[config.mk]
export PLATFORM = sky130hd
export DESIGN_NAME = oled_spi_receiver
export DESIGN_NICKNAME = d
export VERILOG_FILES = /design/src/rtl/oled_spi_receiver.sv
export SDC_FILE = /design/constraint.sdc
export NUM_CORES = 1
export LEC_CHECK = 0
export CORE_ASPECT_RATIO = 0.7
export CORE_MARGIN = 2
export CORE_UTILIZATION = 40
export DETAILED_ROUTE_END_ITERATION = 10
export SLEW_MARGIN = 25
export SYNTH_ARGS = -nofsm -noshare
export SYNTH_HDL_FRONTEND = slang
export SYNTH_SLANG_ARGS = --single-unit
[constraint.sdc]
create_clock -name clk -period 1.7 [get_ports clk]
set_input_delay 0.34 -clock clk [delete_from_list [all_inputs] [get_ports clk]]
set_output_delay 0.34 -clock clk [all_outputs]
set_load 0.1 [all_outputs]
[src/rtl/oled_spi_receiver.sv]
// oled_spi_receiver: oversampled SPI mode-3 receiver for the PmodOLEDrgb link,
// tagging bytes as command/data and tracking display on/off and byte counts.
module oled_spi_receiver #(
  parameter int         CNT_W   = 16,
  parameter logic [7:0] ON_CMD  = 8'hAF,
  parameter logic [7:0] OFF_CMD = 8'hAE
) (
  input  logic             clk,
  input  logic             reset,
  input  logic             spi_clk,
  input  logic             spi_mosi,
  input  logic             spi_cs,
  input  logic             spi_dc,
  output logic [7:0]       rx_byte,
  output logic             rx_dc,
  output logic             rx_valid,
  output logic             frame_err,
  output logic             display_on,
  output logic [CNT_W-1:0] cmd_count,
  output logic [CNT_W-1:0] data_count
);
  typedef enum logic {IDLE, SHIFT} state_t;
  state_t state_q, state_d;
  logic [1:0] sclk_q, cs_q, mosi_q, dc_q;
  logic sclk_prev_q;
  logic [2:0] cnt_q, cnt_d, cnt_nx;
  logic [6:0] shift_q, shift_d;
  logic [7:0] rx_byte_q, rx_byte_d;
  logic rx_dc_q, rx_dc_d, rx_valid_q, rx_valid_d, frame_err_q, frame_err_d;
  logic display_q, display_d;
  logic [CNT_W-1:0] cmd_q, cmd_d, data_q, data_d;
  logic rise, take, done, cs_rise;
  always_ff @(posedge clk or negedge reset) begin
    if (!reset) begin
      sclk_q      <= 2'b11;
      sclk_prev_q <= 1'b1;
      cs_q        <= 2'b11;
      mosi_q      <= 2'b00;
      dc_q        <= 2'b00;
      state_q     <= IDLE;
      cnt_q       <= '0;
      shift_q     <= '0;
      rx_byte_q   <= '0;
      rx_dc_q     <= 1'b0;
      rx_valid_q  <= 1'b0;
      frame_err_q <= 1'b0;
      display_q   <= 1'b0;
      cmd_q       <= '0;
      data_q      <= '0;
    end else begin
      sclk_q      <= {sclk_q[0], spi_clk};
      sclk_prev_q <= sclk_q[1];
      cs_q        <= {cs_q[0], spi_cs};
      mosi_q      <= {mosi_q[0], spi_mosi};
      dc_q        <= {dc_q[0], spi_dc};
      state_q     <= state_d;
      cnt_q       <= cnt_d;
      shift_q     <= shift_d;
      rx_byte_q   <= rx_byte_d;
      rx_dc_q     <= rx_dc_d;
      rx_valid_q  <= rx_valid_d;
      frame_err_q <= frame_err_d;
      display_q   <= display_d;
      cmd_q       <= cmd_d;
      data_q      <= data_d;
    end
  end
  // An edge coinciding with CS release still counts, so a just-finished byte is not lost.
  always_comb begin
    rise        = sclk_q[1] & ~sclk_prev_q;
    take        = rise & (~cs_q[1] | state_q == SHIFT);
    cs_rise     = state_q == SHIFT & cs_q[1];
    cnt_nx      = take ? cnt_q + 3'd1 : cnt_q;
    done        = take & cnt_q == 3'd7;
    cnt_d       = cs_rise ? 3'd0 : cnt_nx;
    state_d     = cs_q[1] ? IDLE : SHIFT;
    shift_d     = take ? {shift_q[5:0], mosi_q[1]} : shift_q;
    rx_byte_d   = done ? {shift_q, mosi_q[1]} : rx_byte_q;
    rx_dc_d     = done ? dc_q[1] : rx_dc_q;
    rx_valid_d  = done;
    frame_err_d = cs_rise & cnt_nx != 3'd0;
    display_d   = (rx_valid_q & ~rx_dc_q & rx_byte_q == ON_CMD)  ? 1'b1 :
                  (rx_valid_q & ~rx_dc_q & rx_byte_q == OFF_CMD) ? 1'b0 : display_q;
    cmd_d       = (rx_valid_q & ~rx_dc_q) ? cmd_q + 1'b1 : cmd_q;
    data_d      = (rx_valid_q & rx_dc_q) ? data_q + 1'b1 : data_q;
  end
  assign rx_byte    = rx_byte_q;
  assign rx_dc      = rx_dc_q;
  assign rx_valid   = rx_valid_q;
  assign frame_err  = frame_err_q;
  assign display_on = display_q;
  assign cmd_count  = cmd_q;
  assign data_count = data_q;
endmodule

* Word-level counts from Yosys, hierarchy flattened
Cells that the tools add are included.
Storage, ports and cells: register bits after elaboration 64, input port bits 6, output and inout bits 44, word-level logic and storage cells 41
Cells by class: add/sub/neg operators 3, eq/ne operators 3, mux-type cells 5, bitwise operators 13, reductions and logical operators 2
Operator list (number):
- adder 16 x 1 -> 16 bit (second input constant) | 2
- == test 8 bit (second input constant) | 2
- AND 1 bit | 9
- two-way mux 3 bit | 2
- adder 3 x 1 -> 3 bit (second input constant) | 1
- == test 3 bit (second input constant) | 1
- two-way mux 1 bit | 3
- inverter 1 bit | 3
- nonzero test 3 bit | 1
- nonzero test 2 bit | 1
- OR 1 bit | 1

* Longest topological paths before layout
Gate-level depths: netlist of run 1.
depth in word-level cells 6, depth in mapped cells 6

* Least setup slack after synthesis of run 1
No wires, ideal clock.
path type flip-flop to flip-flop, from reg data_q[0], in the netlist data_count[0], to reg data_q[12], in the netlist data_count[12], setup time 0.162 ns, arrival 1.916 ns, path slack -0.378 ns, cell stages (with the launch flop) 6, buffers on the path 0, clock period less this slack 2.078 ns, path through dfrtp_1 ha_1 nand3_1 or2_1 nor3_2 xor2_1
Between the ends: cells in the longest elaborated chain, start to end 1
RTL lines:
- start: declaration | RTL line 31 | logic [CNT_W-1:0] cmd_q, cmd_d, data_q, data_d;
- start signal: assignment | RTL line 65 | data_q <= data_d;
- adder 16 x 1 -> 16 bit | RTL line 85 | data_d = (rx_valid_q & rx_dc_q) ? data_q + 1'b1 : data_q;
No other way between the ends. A chain may end at the register's enable or synchronous reset.

* Worst setup path in the final report of run 1
from reg cs_q[1], to reg rx_byte_q[4], in the netlist rx_byte[4]
Between the ends: cells in the longest elaborated chain, start to end 4
RTL lines:
- start: declaration | RTL line 24 | logic [1:0] sclk_q, cs_q, mosi_q, dc_q;
- start signal: assignment | RTL line 53 | cs_q <= {cs_q[0], spi_cs};
- inverter 1 bit | RTL line 71 | take = rise & (~cs_q[1] | state_q == SHIFT);
- OR 1 bit | RTL line 71
- AND 1 bit | RTL line 71
- AND 1 bit | RTL line 74 | done = take & cnt_q == 3'd7;
- end signal: assignment | RTL line 59 | rx_byte_q <= rx_byte_d;
- end: declaration | RTL line 28 | logic [7:0] rx_byte_q, rx_byte_d;
No other way between the ends.

==> metrics.md, run 1 <==
| Metric | Value |
|---|---|
| Wirelength per Cell | `14.0 µm` |
| # diodes | `0` |
| Grt ovf | `0` |
| Yosys warns | `0` |
| Sequential-to-total area share from yosys stat | `62.6%` |
| Tot Pwr | `3.05 mW` |
| Num CTS Buffers | `9` |
| IO Pins | `50` |
| Layout area overhead | `49.0%` |
| Design Area, Final | `roughly 3800 µm²` |
| Pre-Repair DR Iteration Count | `4` |
| Final wirelength | `4690 µm` |
| Synth Net Count | `~200` |
| Max Clk Rate | `644 MHz` |
| GP Congestion | `~0.75` |
| Synth area leaders | `dfrtp_1 (57%), mux2_2 (8.3%), xnor2_1 (6.8%)` |
| Synth Cell Area | `2570 µm²` |
| Post-route clock period utilization | `91.4%` |
| Setup TNS Final | `0 ps` |
| CTS tree | `built` |
| Most frequent cell after synthesis | `dfrtp_1` |
| Setup slack, reg-to-reg | `between 100 and 150 ps` |
| CP endpoint kind | `flop` |
| Clock Sinks | `64` |
| Nature of the critical path startpoint | `flop` |
| Post-Synthesis Cells | `191` |
| Worst reg2reg path depth | `4` |
| CTS Root Cell | `clkbuf_8` |
| Asr flop ratio synth | `between 90% and 100%` |
| Minimum clock period after layout | `1550 ps` |
| Crit-path max FO | `10` |
| Net count, final | `262` |
| Top cells by count, synth | `dfrtp_1 (59), xnor2_1 (20), mux2_2 (19)` |
| Clock transition at path regs | `80 ps` |
| Synth Register Bits | `64` |
| Routed Antenna Nets | `0` |
| Pin count of the biggest net entering global routing | `65` |
| Starting Density | `41.3%` |
| DR top layer | `met4` |
| Leading area contributor after synthesis | `dfrtp_1` |
| WL met2 | `~2000 µm` |
| Max Transition Viols Final | `0` |
| Status | `finished clean` |
| Power Density | `795 nW/µm²` |
| Top-area cell type share of the netlist area | `a little under three fifths` |
| Die width | `99.8 µm` |
| First-pass GRT wire length | `roughly 8000 µm` |
| DP HPWL | `~3300 µm` |
| Post-route setup slack | `between 100 and 150 ps` |
| # Max-Cap Violations | `0` |
| CP required | `1920 ps` |
| Rows | `24` |
| Post-cts repair resize count | `0` |
| Worst min path class | `input pin to asynchronous set/reset pin` |
| Hold_buf cts | `0` |
| # H-tree levels | `3` |
| Iteration-0 DRC Markers | `just under 80` |
| Avg Cell Area, Syn | `13.5 µm²` |
| Met3 WL | `around 360 µm` |
| Worst setup path category | `flop to flop` |
| Worst-Margin Slew | `between 300 and 400 ps` |
| Via density | `about 5` |
| IO Port Bufs | `49` |
| Finished Core Util | `61.6%` |
| Placed cell area | `3660 µm²` |
| Max-Slew Margin vs Limit | `77.8%` |
| Deepest clock path buffer count | `2` |
| Core Footprint | `6220 µm²` |
| Die H | `~71 µm` |
| Lkg Pwr | `around 1.7 nW` |
| Synth cell types | `29` |
| RR Startpoint | `cs_q[1]` |
| Total number of vias | `1651` |
| Die ar. | `7090 µm²` |
| Met1 Routed Length | `2320 µm` |
| Residual DRC | `0` |
| Post-Route Skew | `around 12 ps` |
| Data arrival time of the worst path | `1780 ps` |
| Final Hold Fails | `0` |
| Worst reg2reg endpoint | `rx_byte[4]` |
| GRT Total Usage | `15.0%` |
| Share of cells above drive strength 1 | `47.1%` |
| Clock insertion delay at the later pin of the skew report | `340 ps` |
| RSZ-0062 raised after global routing | `false` |
| Postcts setup bufs | `0` |
| Final setup vio count | `0` |
| EDFF count, synth | `0` |
| Number of antenna violations at the first check in global routing | `0` |
| Top FF cell, synth | `dfrtp_1` |
| Max rail drop VDD | `0.000479 V` |
| Vias in the first global route | `1594` |
| DP Worst Slack | `137 ps` |
[layout by cell type (no fill, tap or decap), types with 2 or more instances in the layout]
master,n
clkbuf_8,10
dfrtp_2,24
ha_1,4
dfstp_2,5
nor3_1,2
nand4_1,10
and4_1,5
mux2i_1,2
clkdlybuf4s50_1,4
buf_4,2
a21oi_1,3
nor2_1,10
nand2_1,15
xnor2_1,20
dfrtp_4,5
nor3_2,2
inv_1,3
dfrtp_1,30
clkbuf_1,2
clkinv_2,3
mux2_2,19
buf_12,45
nand3_1,8
xor2_1,11
[report_power, final]
group / internal, mW / switching [mW] / leakage, nW
Clock: 0.562 / 0.558 / 0.0861
Sequential: 1.63 / 0.0726 / 0.799
Combinational: 0.116 / 0.113 / 0.796
Total: 2.30 / 0.744 / 1.68
[sequential cells by signal (all words and copies together) (netlist names), 2 cells and up]
| signal | flops |
|---|---|
| cmd_count | 16 |
| cnt_q | 3 |
| cs_q | 2 |
| data_count | 16 |
| dc_q | 2 |
| mosi_q | 2 |
| rx_byte | 8 |
| sclk_q | 2 |
| shift_q | 7 |
[worst max-delay path by stage]
stage	from	endpoint	slack (ps)	depth (start not counted)
6_report	cs_q[1]	rx_byte[4]	150	4
5_1_grt	cs_q[1]	rx_dc	50	4
4_1_cts	cs_q[1]	rx_byte[4]	130	4
3_5_place_dp	cs_q[1]	rx_byte[5]	140	4
3_3_place_gp	rx_dc	display_on	170	4
2_1_floorplan	data_count[1]	data_count[12]	-30	5
[area by class of cell]
type	instances	area, µm²
multi-input cells	122	936
flip-flops and latches	64	1660
inverters	3	11.3
well taps	78	97.6
clock inverters	4	22.5
clock buffers	12	145
fillers	479	2390
repair buffers	52	961
[routing by layer]
layer  track usage [%]  vias up
met2              18.5       51
met3              7.41        4
li1                  -      788
met5                 0        -
met4              5.94        0
met1              22.1      808
[stage by stage]
step	hold slack, ps	instances
2_1_floorplan	44.4	191
3_3_place_gp	334	319
3_5_place_dp	343	319
4_1_cts	3.36	335
5_1_grt	24.0	335
6_report	1.53	335
[critical path: stages (launching register included)]
cell and delay, ps:
dfstp_2 560, inv_1 70, o211a_4 250, nand2_2 200
mux2_2 360
[logic make-up (layout without fill, tap and decap cells)]
logic type | after synthesis | after routing | share of synthesized area [%]
muxes | 21 | 21 | 9.10
DFF | 64 | 64 | 62.6
xor gates and xnor gates | 31 | 31 | 10.6
buffers and inverters | 5 | 71 | 1.02
AOI/OAI and AO/OA | 5 | 5 | 1.61
and+or+nand+nor | 61 | 61 | 13.2
adders and majority gates | 4 | 4 | 1.95
No activity file was read; power rests on OpenSTA's default activity.
==> run 2, diff against run 1 <==
CAP_MARGIN = 10   (was unset)
SETUP_SLACK_MARGIN = 0.02   (was unset)
clock period = 1.5 ns   (was 1.7 ns; I/O delays follow)
==> metrics.md, run 2 (synthesized netlist as in run 1, its figures left out) <==
| Metric | Value |
|---|---|
| Clock transition at path regs | `70 ps` |
| Crit-path cells | `and2b_2 -> nand4_1 -> nor3_2 -> mux2_4` |
| Worst path slowest cell | `dfrtp_4` |
| Die H | `71.1 µm` |
| IO Pins | `50` |
| Vias in the first global route | `1698` |
| Rows | `24` |
| Lkg Pwr | `1.77 nW` |
| Setup TNS Final | `0 ps` |
| IO Port Bufs | `49` |
| Die width | `99.8 µm` |
| Minimum clock period after layout | `around 1500 ps` |
| Via density | `roughly 5` |
| DP HPWL | `3600 µm` |
| Routed Antenna Nets | `0` |
| Share of cells above drive strength 1 | `56.3%` |
| Starting Density | `between 40% and 50%` |
| Top cell family by delay on the critical path | `simple AND/OR/NAND/NOR gates` |
| Clock insertion delay at the later pin of the skew report | `340 ps` |
| Final setup vio count | `0` |
| Final-layout fill cell count | `451` |
| Residual DRC | `0` |
| Nature of the critical path startpoint | `flop` |
| Num CTS Buffers | `9` |
| Die ar. | `7090 µm²` |
| Max rail drop VDD | `0.000665 V` |
| Power Density | `just over 900 nW/µm²` |
| GRT Total Usage | `16.1%` |
| Total number of vias | `1711` |
| Worst Path Buf+Inv | `0` |
| First-pass GRT wire length | `8690 µm` |
| Max Transition Viols Final | `0` |
| Tot Pwr | `3.84 mW` |
| Number of antenna violations at the first check in global routing | `0` |
| Iteration-0 DRC Markers | `between 40 and 50` |
| Layout area overhead | `60.9%` |
| Final Hold Fails | `0` |
| Data arrival time of the worst path | `roughly 1700 ps` |
| Deepest clock path buffer count | `2` |
| Worst-Margin Slew | `330 ps` |
| Status | `finished clean` |
| Worst min path class | `flop to flop` |
| Crit-path max FO | `4` |
| Final wirelength | `around 5200 µm` |
| Max-Slew Margin vs Limit | `between 70% and 80%` |
| Post-route clock period utilization | `a little over nine tenths` |
| Most frequent cells in the layout | `buf_12 (45), dfrtp_1 (25), dfrtp_4 (22)` |
| # diodes | `0` |
| Post-Route Skew | `9.21 ps` |
| CP endpoint kind | `flop` |
| Hold slack | `roughly 360 ps` |
| Pin count of the biggest net entering global routing | `65` |
| Pre-Repair DR Iteration Count | `4` |
| Grt ovf | `0` |
| # Max-Cap Violations | `0` |
| Core Footprint | `6220 µm²` |
| GP Congestion | `around 0.74` |
| RSZ-0062 raised after global routing | `true` |
| CTS Root Cell | `clkbuf_8` |
| CP max stage delay | `around 480 ps` |
| # H-tree levels | `3` |
| CP required | `~1700 ps` |
| Net count, final | `275` |
| CTS tree | `built` |
| Clock Sinks | `64` |
| Worst setup path category | `flop to flop` |
| Max Clk Rate | `between 600 and 700 MHz` |
| Wirelength per Cell | `roughly 15 µm` |
| Commonest non-fill, non-tap cell in the layout | `buf_12` |
[run 2: changes by cell type in the layout (fill, tap and decap cells not counted), sizes merged, moves of 2 or more]
cell	previous run	this run
bufinv	0	2
clkinv	3	5
clkbuf	12	9
buf	48	59
[run 2: worst paths after layout]
kind                          from            end  slack [ps]  depth (start not counted)
setup / recovery             rx_dc     display_on          30                          4
hold / removal             cs_q[0]        cs_q[1]         360                          0
setup reg to reg             rx_dc     display_on          30                          4
hold reg to reg            cs_q[0]        cs_q[1]         360                          0
max in group asynchronous    reset  data_count[4]         690                          3
min in group asynchronous    reset  cmd_count[13]         510                          3
[run 2: power breakdown]
group	internal [mW]	total [mW]	switching (mW)
combinational	0.159	0.309	0.150
sequential	1.84	1.92	0.0811
clock	0.937	1.60	0.668
[run 2: final cells by class]
| cell class | count | area [µm²] | share of cell area, % |
|---|---|---|---|
| multi-input cells | 123 | 1040 | 25.1 |
| clock buffers | 9 | 124 | 3.00 |
| clock inverters | 7 | 96.3 | 2.33 |
| repair buffers | 64 | 1060 | 25.7 |
| inverters | 3 | 11.3 | 0.272 |
| well taps | 78 | 97.6 | 2.36 |
| flip-flops and latches | 64 | 1710 | 41.3 |
[run 2: timing repair]
item	in CTS	in global routing
hold buffers	1	0
gates cloned	0	1
endpoints found under the hold margin	59	0
buffers inserted	0	1
resized for setup	1	12
endpoints found under the setup margin	1	15
pin swaps	0	4
[run 2: layer usage]
metal  track usage, %  vias to the layer above  wire (µm)
met3             6.92                        8        260
met5                0                        -          0
met1             24.6                      854       2680
met2             20.6                       35       2230
met4             4.11                        0         46
li1                 -                      814          -
[run 2: metrics by stage]
step           instances  instance area (µm²)  util, %  setup slack [ps]
5_1_grt              348                 4130     66.5             -11.8
6_report             348                 4130     66.5              31.1
4_1_cts              347                 4070     65.5              30.2
3_5_place_dp         330                 3830     61.6              39.0
3_3_place_gp         330                 3830     61.6              75.8
2_1_floorplan        191                 2710        -              -151
==> run 3, diff against run 2 <==
ABC_CLOCK_PERIOD_IN_PS = 1500   (was unset)
==> results of run 3 <==
The final DEF is identical to that of run 2; final timing and power are the same.
